$ cat src/rtl/sample_demux_if.sv
// Handshake bundle for sample_demux: one input sample stream, three routed channels.
// With DEMUX_STATS_EN defined the per-channel load counters are carried here too.
interface sample_demux_if #(
    parameter int size = 21
);
    logic [size-1:0] entrada;
    logic [1:0]      select;
    logic            start;
    logic            valid_in;
    logic            ready_in;
    logic [size-1:0] salida_a;
    logic [size-1:0] salida_b;
    logic [size-1:0] salida_c;
    logic            valid_a;
    logic            valid_b;
    logic            valid_c;
    logic            ready_a;
    logic            ready_b;
    logic            ready_c;
    logic            frame_done;
    logic            busy;
`ifdef DEMUX_STATS_EN
    logic [15:0]     cnt_a;
    logic [15:0]     cnt_b;
    logic [15:0]     cnt_c;
`endif

    modport master (
        output entrada, select, start, valid_in, ready_a, ready_b, ready_c,
        input  ready_in, salida_a, salida_b, salida_c, valid_a, valid_b, valid_c,
`ifdef DEMUX_STATS_EN
        input  cnt_a, cnt_b, cnt_c,
`endif
        input  frame_done, busy
    );

    modport slave (
        input  entrada, select, start, valid_in, ready_a, ready_b, ready_c,
        output ready_in, salida_a, salida_b, salida_c, valid_a, valid_b, valid_c,
`ifdef DEMUX_STATS_EN
        output cnt_a, cnt_b, cnt_c,
`endif
        output frame_done, busy
    );
endinterface

$ cat src/rtl/sample_demux.sv
// Sequential 1:3 sample router: one frame of FRAME_LEN samples goes to channel A, B or C.
// Optional per-channel load counters are enabled with DEMUX_STATS_EN.
module sample_demux #(
    parameter int size      = 21,
    parameter int FRAME_LEN = 16,
    parameter int CNT_W     = 5
) (
    input  logic          clk,
    input  logic          reset,
    sample_demux_if.slave bus
);
    typedef enum logic [0:0] {
        IDLE  = 1'b0,
        ROUTE = 1'b1
    } state_t;

    state_t            state_q;
    logic [CNT_W-1:0]  count_q;
    logic [1:0]        sel_q;
    logic              frame_done_q;
    logic [2:0]        valid_q;
    logic [size-1:0]   data_q [3];

    logic [1:0]        dest_s;
    logic [2:0]        ready_vec_s;
    logic [2:0]        free_s;
    logic              dest_free_s;
    logic              ready_in_s;
    logic              load_s;
    logic              last_s;
    logic [2:0]        load_vec_s;

    // Channel index: 0=A, 1=B, 2=C; code 11 falls back to A.
    function automatic logic [1:0] decode_sel(input logic [1:0] s);
        case (s)
            2'b01:   return 2'd1;
            2'b10:   return 2'd2;
            default: return 2'd0;
        endcase
    endfunction

    // Destination, back-pressure and load decode for the current cycle.
    always_comb begin
        ready_vec_s = {bus.ready_c, bus.ready_b, bus.ready_a};
        free_s      = ~valid_q | ready_vec_s;
        if (state_q == IDLE) begin
            dest_s = decode_sel(bus.select);
        end else begin
            dest_s = sel_q;
        end
        case (dest_s)
            2'd1:    dest_free_s = free_s[1];
            2'd2:    dest_free_s = free_s[2];
            default: dest_free_s = free_s[0];
        endcase
        // In IDLE only a start sample needs a slot; anything else is swallowed.
        if (state_q == IDLE) begin
            ready_in_s = bus.start ? dest_free_s : 1'b1;
        end else begin
            ready_in_s = dest_free_s;
        end
        load_s = bus.valid_in & ready_in_s & ((state_q == ROUTE) | bus.start);
        if (state_q == ROUTE) begin
            last_s = (count_q == CNT_W'(FRAME_LEN - 1));
        end else begin
            last_s = (FRAME_LEN == 1);
        end
        load_vec_s = {load_s & (dest_s == 2'd2),
                      load_s & (dest_s == 2'd1),
                      load_s & (dest_s == 2'd0)};
    end

    // Frame FSM: state, sample count, latched destination and frame_done pulse.
    always_ff @(posedge clk or posedge reset) begin
        if (reset) begin
            state_q      <= IDLE;
            count_q      <= '0;
            sel_q        <= 2'b00;
            frame_done_q <= 1'b0;
        end else begin
            frame_done_q <= 1'b0;
            if (load_s) begin
                sel_q <= dest_s;
                if (last_s) begin
                    count_q      <= '0;
                    state_q      <= IDLE;
                    frame_done_q <= 1'b1;
                end else begin
                    count_q <= count_q + CNT_W'(1);
                    state_q <= ROUTE;
                end
            end
        end
    end

    // Single-entry output register per channel; a load wins over a drain.
    always_ff @(posedge clk or posedge reset) begin
        if (reset) begin
            valid_q <= 3'b000;
            for (int i = 0; i < 3; i++) begin
                data_q[i] <= '0;
            end
        end else begin
            for (int i = 0; i < 3; i++) begin
                if (load_vec_s[i]) begin
                    data_q[i]  <= bus.entrada;
                    valid_q[i] <= 1'b1;
                end else if (valid_q[i] & ready_vec_s[i]) begin
                    valid_q[i] <= 1'b0;
                end
            end
        end
    end

`ifdef DEMUX_STATS_EN
    logic [15:0] cnt_q [3];

    // Per-channel load counters, free-running with natural wrap.
    always_ff @(posedge clk or posedge reset) begin
        if (reset) begin
            for (int i = 0; i < 3; i++) begin
                cnt_q[i] <= 16'h0000;
            end
        end else begin
            for (int i = 0; i < 3; i++) begin
                if (load_vec_s[i]) begin
                    cnt_q[i] <= cnt_q[i] + 16'h0001;
                end
            end
        end
    end

    assign bus.cnt_a = cnt_q[0];
    assign bus.cnt_b = cnt_q[1];
    assign bus.cnt_c = cnt_q[2];
`endif

    assign bus.ready_in   = ready_in_s;
    assign bus.salida_a   = data_q[0];
    assign bus.salida_b   = data_q[1];
    assign bus.salida_c   = data_q[2];
    assign bus.valid_a    = valid_q[0];
    assign bus.valid_b    = valid_q[1];
    assign bus.valid_c    = valid_q[2];
    assign bus.frame_done = frame_done_q;
    assign bus.busy       = (state_q == ROUTE);
endmodule
$ cat src/flat_wrapper.sv
// flat-port wrapper written by rule: the top's interface ports become plain ports
module sample_demux_flat 
#(
    parameter int size      = 21,
    parameter int FRAME_LEN = 16,
    parameter int CNT_W     = 5
)
  (clk, reset, bus_entrada, bus_select, bus_start, bus_valid_in, bus_ready_a, bus_ready_b, bus_ready_c, bus_ready_in, bus_salida_a, bus_salida_b, bus_salida_c, bus_valid_a, bus_valid_b, bus_valid_c, bus_frame_done, bus_busy);
  sample_demux_if #(.size(size)) bus_i ();
  input  logic clk;
  input  logic reset;
  input wire logic [$bits(bus_i.entrada)-1:0] bus_entrada;
  input wire logic [$bits(bus_i.select)-1:0] bus_select;
  input wire logic [$bits(bus_i.start)-1:0] bus_start;
  input wire logic [$bits(bus_i.valid_in)-1:0] bus_valid_in;
  input wire logic [$bits(bus_i.ready_a)-1:0] bus_ready_a;
  input wire logic [$bits(bus_i.ready_b)-1:0] bus_ready_b;
  input wire logic [$bits(bus_i.ready_c)-1:0] bus_ready_c;
  output wire logic [$bits(bus_i.ready_in)-1:0] bus_ready_in;
  output wire logic [$bits(bus_i.salida_a)-1:0] bus_salida_a;
  output wire logic [$bits(bus_i.salida_b)-1:0] bus_salida_b;
  output wire logic [$bits(bus_i.salida_c)-1:0] bus_salida_c;
  output wire logic [$bits(bus_i.valid_a)-1:0] bus_valid_a;
  output wire logic [$bits(bus_i.valid_b)-1:0] bus_valid_b;
  output wire logic [$bits(bus_i.valid_c)-1:0] bus_valid_c;
  output wire logic [$bits(bus_i.frame_done)-1:0] bus_frame_done;
  output wire logic [$bits(bus_i.busy)-1:0] bus_busy;
  assign bus_i.entrada = bus_entrada;
  assign bus_i.select = bus_select;
  assign bus_i.start = bus_start;
  assign bus_i.valid_in = bus_valid_in;
  assign bus_i.ready_a = bus_ready_a;
  assign bus_i.ready_b = bus_ready_b;
  assign bus_i.ready_c = bus_ready_c;
  assign bus_ready_in = bus_i.ready_in;
  assign bus_salida_a = bus_i.salida_a;
  assign bus_salida_b = bus_i.salida_b;
  assign bus_salida_c = bus_i.salida_c;
  assign bus_valid_a = bus_i.valid_a;
  assign bus_valid_b = bus_i.valid_b;
  assign bus_valid_c = bus_i.valid_c;
  assign bus_frame_done = bus_i.frame_done;
  assign bus_busy = bus_i.busy;
  sample_demux #(.size(size), .FRAME_LEN(FRAME_LEN), .CNT_W(CNT_W)) u_core (.clk(clk), .reset(reset), .bus(bus_i));
endmodule
$ cat config.mk
export PLATFORM = sky130hd
export DESIGN_NAME = sample_demux_flat
export DESIGN_NICKNAME = d
export VERILOG_FILES = /design/src/rtl/sample_demux_if.sv /design/src/rtl/sample_demux.sv /design/src/flat_wrapper.sv
export SDC_FILE = /design/constraint.sdc
export NUM_CORES = 1
export LEC_CHECK = 0
export BUFFER_PORTS_ARGS = -buffer_cell sky130_fd_sc_hd__buf_2
export CAP_MARGIN = 5
export CORE_MARGIN = 4
export CORE_UTILIZATION = 54
export DETAILED_ROUTE_END_ITERATION = 6
export HOLD_SLACK_MARGIN = 0.03
export PLACE_DENSITY = 0.95
export SLEW_MARGIN = 20
export SYNTH_ARGS = -nofsm -noshare
export SYNTH_HDL_FRONTEND = slang
export SYNTH_SLANG_ARGS = --single-unit
$ cat constraint.sdc
create_clock -name clk -period 6.92 [get_ports clk]
set_input_delay 1.038 -clock clk [delete_from_list [all_inputs] [get_ports clk]]
set_output_delay 1.038 -clock clk [all_outputs]
set_load 0.005 [all_outputs]
## Word level (Yosys, flattened, before mapping)

Index checks and enable logic that the tools add are counted.

- Flip-flop bits (word level): 75
- Word-level logic and storage cells: 47
- Input port bits: 30
- Output and inout bits: 69

- $add $sub $neg: 1
- Bitwise logic cells: 11
- Equal/unequal tests: 5
- Multiplexer cells: 16
- Reductions and logical operators: 4

Operators with widths:

| cell | count |
|---|---|
| 1-bit 2-to-1 mux | 12 |
| 1-bit bitwise AND | 8 |
| 2-bit nonzero test | 3 |
| 5-bit by 1-bit adder with 5-bit output (second input constant) | 1 |
| 5-bit by 4-bit equality test with 1-bit output (second input constant) | 1 |
| 5-bit 2-to-1 mux | 1 |
| 2-bit by 1-bit equality test with 1-bit output (second input constant) | 2 |
| 2-bit equality test (second input constant) | 2 |
| 2-bit one-hot mux with 2 select lines | 1 |
| 3-bit inverter | 1 |
| 3-bit bitwise OR | 1 |
| 2-bit logical NOT | 1 |
| 2-bit 2-to-1 mux | 1 |
| 1-bit one-hot mux with 2 select lines | 1 |
| 1-bit bitwise OR | 1 |

## Logic depth before layout (Yosys ltp)

- Depth in word-level cells: 11
- Mapped depth: 10
- Gate-level depth less buffers: 8

## Least setup slack after synthesis

No wires, ideal clock.

- Kind: input to output
- Start point: input port bus_select[0]
- End point: output port bus_ready_in
- Buffers on the path: 1
- Stages: 7
- Arrival time: 2.419 ns
- Data required time: 5.882 ns
- Slack: 3.463 ns
- Path through: nand2b_1 o21ai_0 inv_1 ha_1 a31o_1 buf_6 or2_2

- Longest elaborated chain between the ends: 7
- Elaborated cells on any way between the ends: 9
- Those cells by class: eq/ne (4); mux (5)

Ends and longest elaborated chain:

| what | line | source |
|---|---|---|
| from (decl) | flat_wrapper.sv:13 | `input wire logic [$bits(bus_i.select)-1:0] bus_select;` |
| 2-bit equality test or 2-bit by 1-bit equality test with 1-bit output (tied branches) | sample_demux.sv:35 | `case (s)` |
| 2-bit one-hot mux with 2 select lines (*) | sample_demux.sv:35 |  |
| 2-bit 2-to-1 mux (*) | sample_demux.sv:46 | `if (state_q == IDLE) begin` |
| named net u_core.dest_s[0] | sample_demux.sv:24 | `logic [1:0] dest_s;` |
| 2-bit equality test or 2-bit by 1-bit equality test with 1-bit output (tied branches) | sample_demux.sv:51 | `case (dest_s)` |
| 1-bit one-hot mux with 2 select lines (*) | sample_demux.sv:51 |  |
| 1-bit 2-to-1 mux | sample_demux.sv:58 | `ready_in_s = bus.start ? dest_free_s : 1'b1;` |
| 1-bit 2-to-1 mux (*) | sample_demux.sv:57 | `if (state_q == IDLE) begin` |
| to (decl) | flat_wrapper.sv:19 | `output wire logic [$bits(bus_i.ready_in)-1:0] bus_ready_in;` |

Mark *: on every way through the listed nets, which the timed path passes. The rest lies on a longest branch.

## Final worst setup path

Same ends and word-level chain as after synthesis.

==> key figures <==
Synthesis
  – Simple-Gate Fraction of Synth Area: 3.83%
  – Synth top area share: 59.9%
  – Adder-cell area share of the yosys netlist: 1.60%
  – Compound-Gate Fraction of Synth Area: 4.83%
  – Multiplexer area fraction after synthesis: 26.3%
  – Area contributors post-synth: dfrtp_1 60%, mux2_2 20%, mux2_4 6.2%, buf_6 2.5%, o211ai_4 2.0%
  – Largest family of logic cells by synthesized area: multiplexers
  – Yosys warns: 0
  – Post-synth cell types: 26
  – Post-Synth XOR/XNOR Area: 0.280%
  – Syn Nets: 231
  – Syn_area_per_cell: 15.9 um^2
  – Area leader, netlist: dfrtp_1
  – #FFs+latches synth: 75
  – Synth Instances: 197
  – Mapped Area: 3130 um^2
  – Post-synthesis sequential area ratio: 59.9%

Clock network
  – Clock latency on the worst-skew pair: 340 ps
  – CTS resizes: 0
  – CTS Hold Bufs: 0
  – Max Root-Sink Buffers: 2
  – CTS tree: built
  – Reg clk slew, reported paths: 80 ps
  – Post-CTS Setup Bufs: 0
  – H-tree depth: 3
  – CTS Buf Count: 9
  – Root Driver: clkbuf_8
  – CTS Sinks: 75

Power and ir drop
  – Leak: 1.92 nW
  – Total power: 0.00188 W
  – Cell Pwr Density: 491 nW/um^2
  – Worst VDD drop: 0.246 mV
  – Pint: 0.00128 W
  – P_sw: 0.000603 W
  – Seq pwr share: 40.8%
  – Combinational share of power: 41.5%
  – Net Sw Frac: 32.0%
  – Clock Power Share: 17.7%

Drt
  – Post-DR wirelength/cell: 16.4 um
  – Routed wire length: 6170 um
  – DRC: 0
  – Final ANT Viol Nets: 0
  – Initial DRT Pass Iterations: 2
  – DR vias/cell: 5.10
  – Via Count: 1,917
  – DRT iter0 DRCs: 63

Floorplan
  – Area of the core: 5570 um^2
  – Starting Density: 56.2%
  – Die ar.: 7080 um^2
  – Die height: 84.2 um
  – IO Pins: 99
  – Width of the die: 84.2 um
  – Row count: 27

Timing
  – Fin. Hold Viols: 0
  – Final worst path period share: 55.6%
  – Pins over their slew limit: 0
  – Setup violators final: 0
  – Worst hold margin: 504 ps
  – Slew @ Worst Pin: 905 ps
  – Fmax: 260 MHz
  – Crit path time final: 3850 ps
  – Worst Skew: 10.9 ps
  – RSZ-0062 raised after global routing: false
  – Setup TNS: 0 ps
  – Relative slew slack: 39.4%

Final layout
  – Area delta synth->final: 22.4%
  – Antenna Cells: 0
  – Share of cells above drive strength 1: 62.5%
  – # nets final: 333
  – Most common cell after layout, fill and taps aside: buf_2
  – Commonest non-fill, non-tap cells in the layout: 98 x buf_2, 75 x dfrtp_1, 55 x mux2_2
  – Final core occ: 68.8%
  – Fin area: 3840 um^2

Run
  – Max_cap viols: 0

Worst setup path
  – Critical path class: in -> out
  – Critical-path cell list: buf_2 -> nand2b_1 -> o21ai_0 -> inv_1 -> ha_1 -> a31o_1 -> or2_2 -> buf_2
  – Critical path's most frequent cell: buf_2
  – Worst path max stage delay: 380 ps
  – Arrival time worst endpoint: 2810 ps
  – CP Buf/Inv Count: 3
  – CP delay by family, top: compound AO/OA/AOI/OAI gates
  – Worst setup SP type: input port
  – Crit Path Max Fanout: 8
  – Worst EP required: 5880 ps
  – Critical Path Slowest Stage Cell: a31o_1
  – Crit end category: primary output

Global routing
  – First-pass GRT wire length: 10,600 um
  – Pin count of the biggest net entering global routing: 76
  – Initial antenna violation count: 0
  – GRT Overall Usage: 19.1%
  – Number of global-route vias before repair: 2,111
  – GR Overflow Total: 0

Placement
  – Post-DP Area: 3630 um^2
  – Detailed Place HPWL: 4370 um
  – IO Port Bufs: 98
  – Routability cong.: 0.848

Outcome
  – Status: finished clean

Hold path
  – Min-delay worst type: reg -> reg
[registers in the layout, summed over array words and instances (netlist names)]
| name | cells |
|---|---|
| u_core.count_q | 5 |
| u_core.valid_q | 3 |
| u_core.bus.salida_c | 21 |
| u_core.bus.busy | 1 |
| u_core.bus.salida_b | 21 |
| u_core.sel_q | 2 |
| u_core.bus.frame_done | 1 |
| u_core.bus.salida_a | 21 |
[logic make-up (layout without fill, tap and decap cells)]
group | after synthesis | count (layout)
buf+inv | 12 | 119
flops | 75 | 75
fa+ha+maj | 4 | 4
compound gates | 13 | 13
mux | 69 | 69
simple gates | 23 | 23
xor+xnor | 1 | 1
[cell type report]
class,count,area (um^2)
well taps,72,90.1
repair buffers,99,498
fillers,417,1740
flip-flops and latches,75,1880
multi-input cells,110,1150
clock inverters,6,63.8
clock buffers,10,138
inverters,4,15.0
[Yosys cell counts (all sizes together)]
cell and n:
mux2i 1, nand2b 6, o211ai 4, mux2 68
nand3 1, a22oi 1, buf 8, o22ai 1
o21a 1, o21ai 3, or2 1, o2bb2ai 1
ha 4, a31o 1, nor2 5, inv 4
dfrtp 75, o221ai 1, nand2 4, nor2b 5
and3 1, xnor2 1
[metrics by stage]
step,worst slack (ps),cells
final,3070,376
after global routing,2920,376
after CTS,3070,376
after detailed placement,3060,360
after global placement,3160,360
after floorplan,3460,197
[path summary, 6_finish.rpt]
check	cells after the start	slack [ps]	endpoint	from
worst max-delay path	8	3070	bus_ready_in	bus_select[0]
worst min-delay path	1	500	u_core.bus.salida_b[5]	u_core.bus.salida_b[5]
worst max register to register	7	3760	u_core.bus.salida_c[15]	u_core.bus.busy
worst min register to register	1	500	u_core.bus.salida_b[5]	u_core.bus.salida_b[5]
max in group asynchronous	3	5360	u_core.count_q[1]	reset
min in group asynchronous	3	980	u_core.bus.salida_b[10]	reset
[power groups by stage]
stage,Combinational (W),Clock (W),Sequential (W)
2_1_floorplan,0.000507,0,0.000781
3_3_place_gp,0.000764,0,0.000765
3_5_place_dp,0.000795,0,0.000775
4_1_cts,0.000798,0.000343,0.000771
5_1_grt,0.000858,0.000361,0.000796
6_report,0.000782,0.000334,0.000769
[per-layer routing]
| metal | GRT usage [%] | part of all wire (%) |
|---|---|---|
| met5 | 0 | 0 |
| met4 | 6.58 | 0.91 |
| met3 | 6.08 | 6.3 |
| met2 | 33.6 | 54 |
| met1 | 21.9 | 39 |
Power figures use the tool's default switching activity.
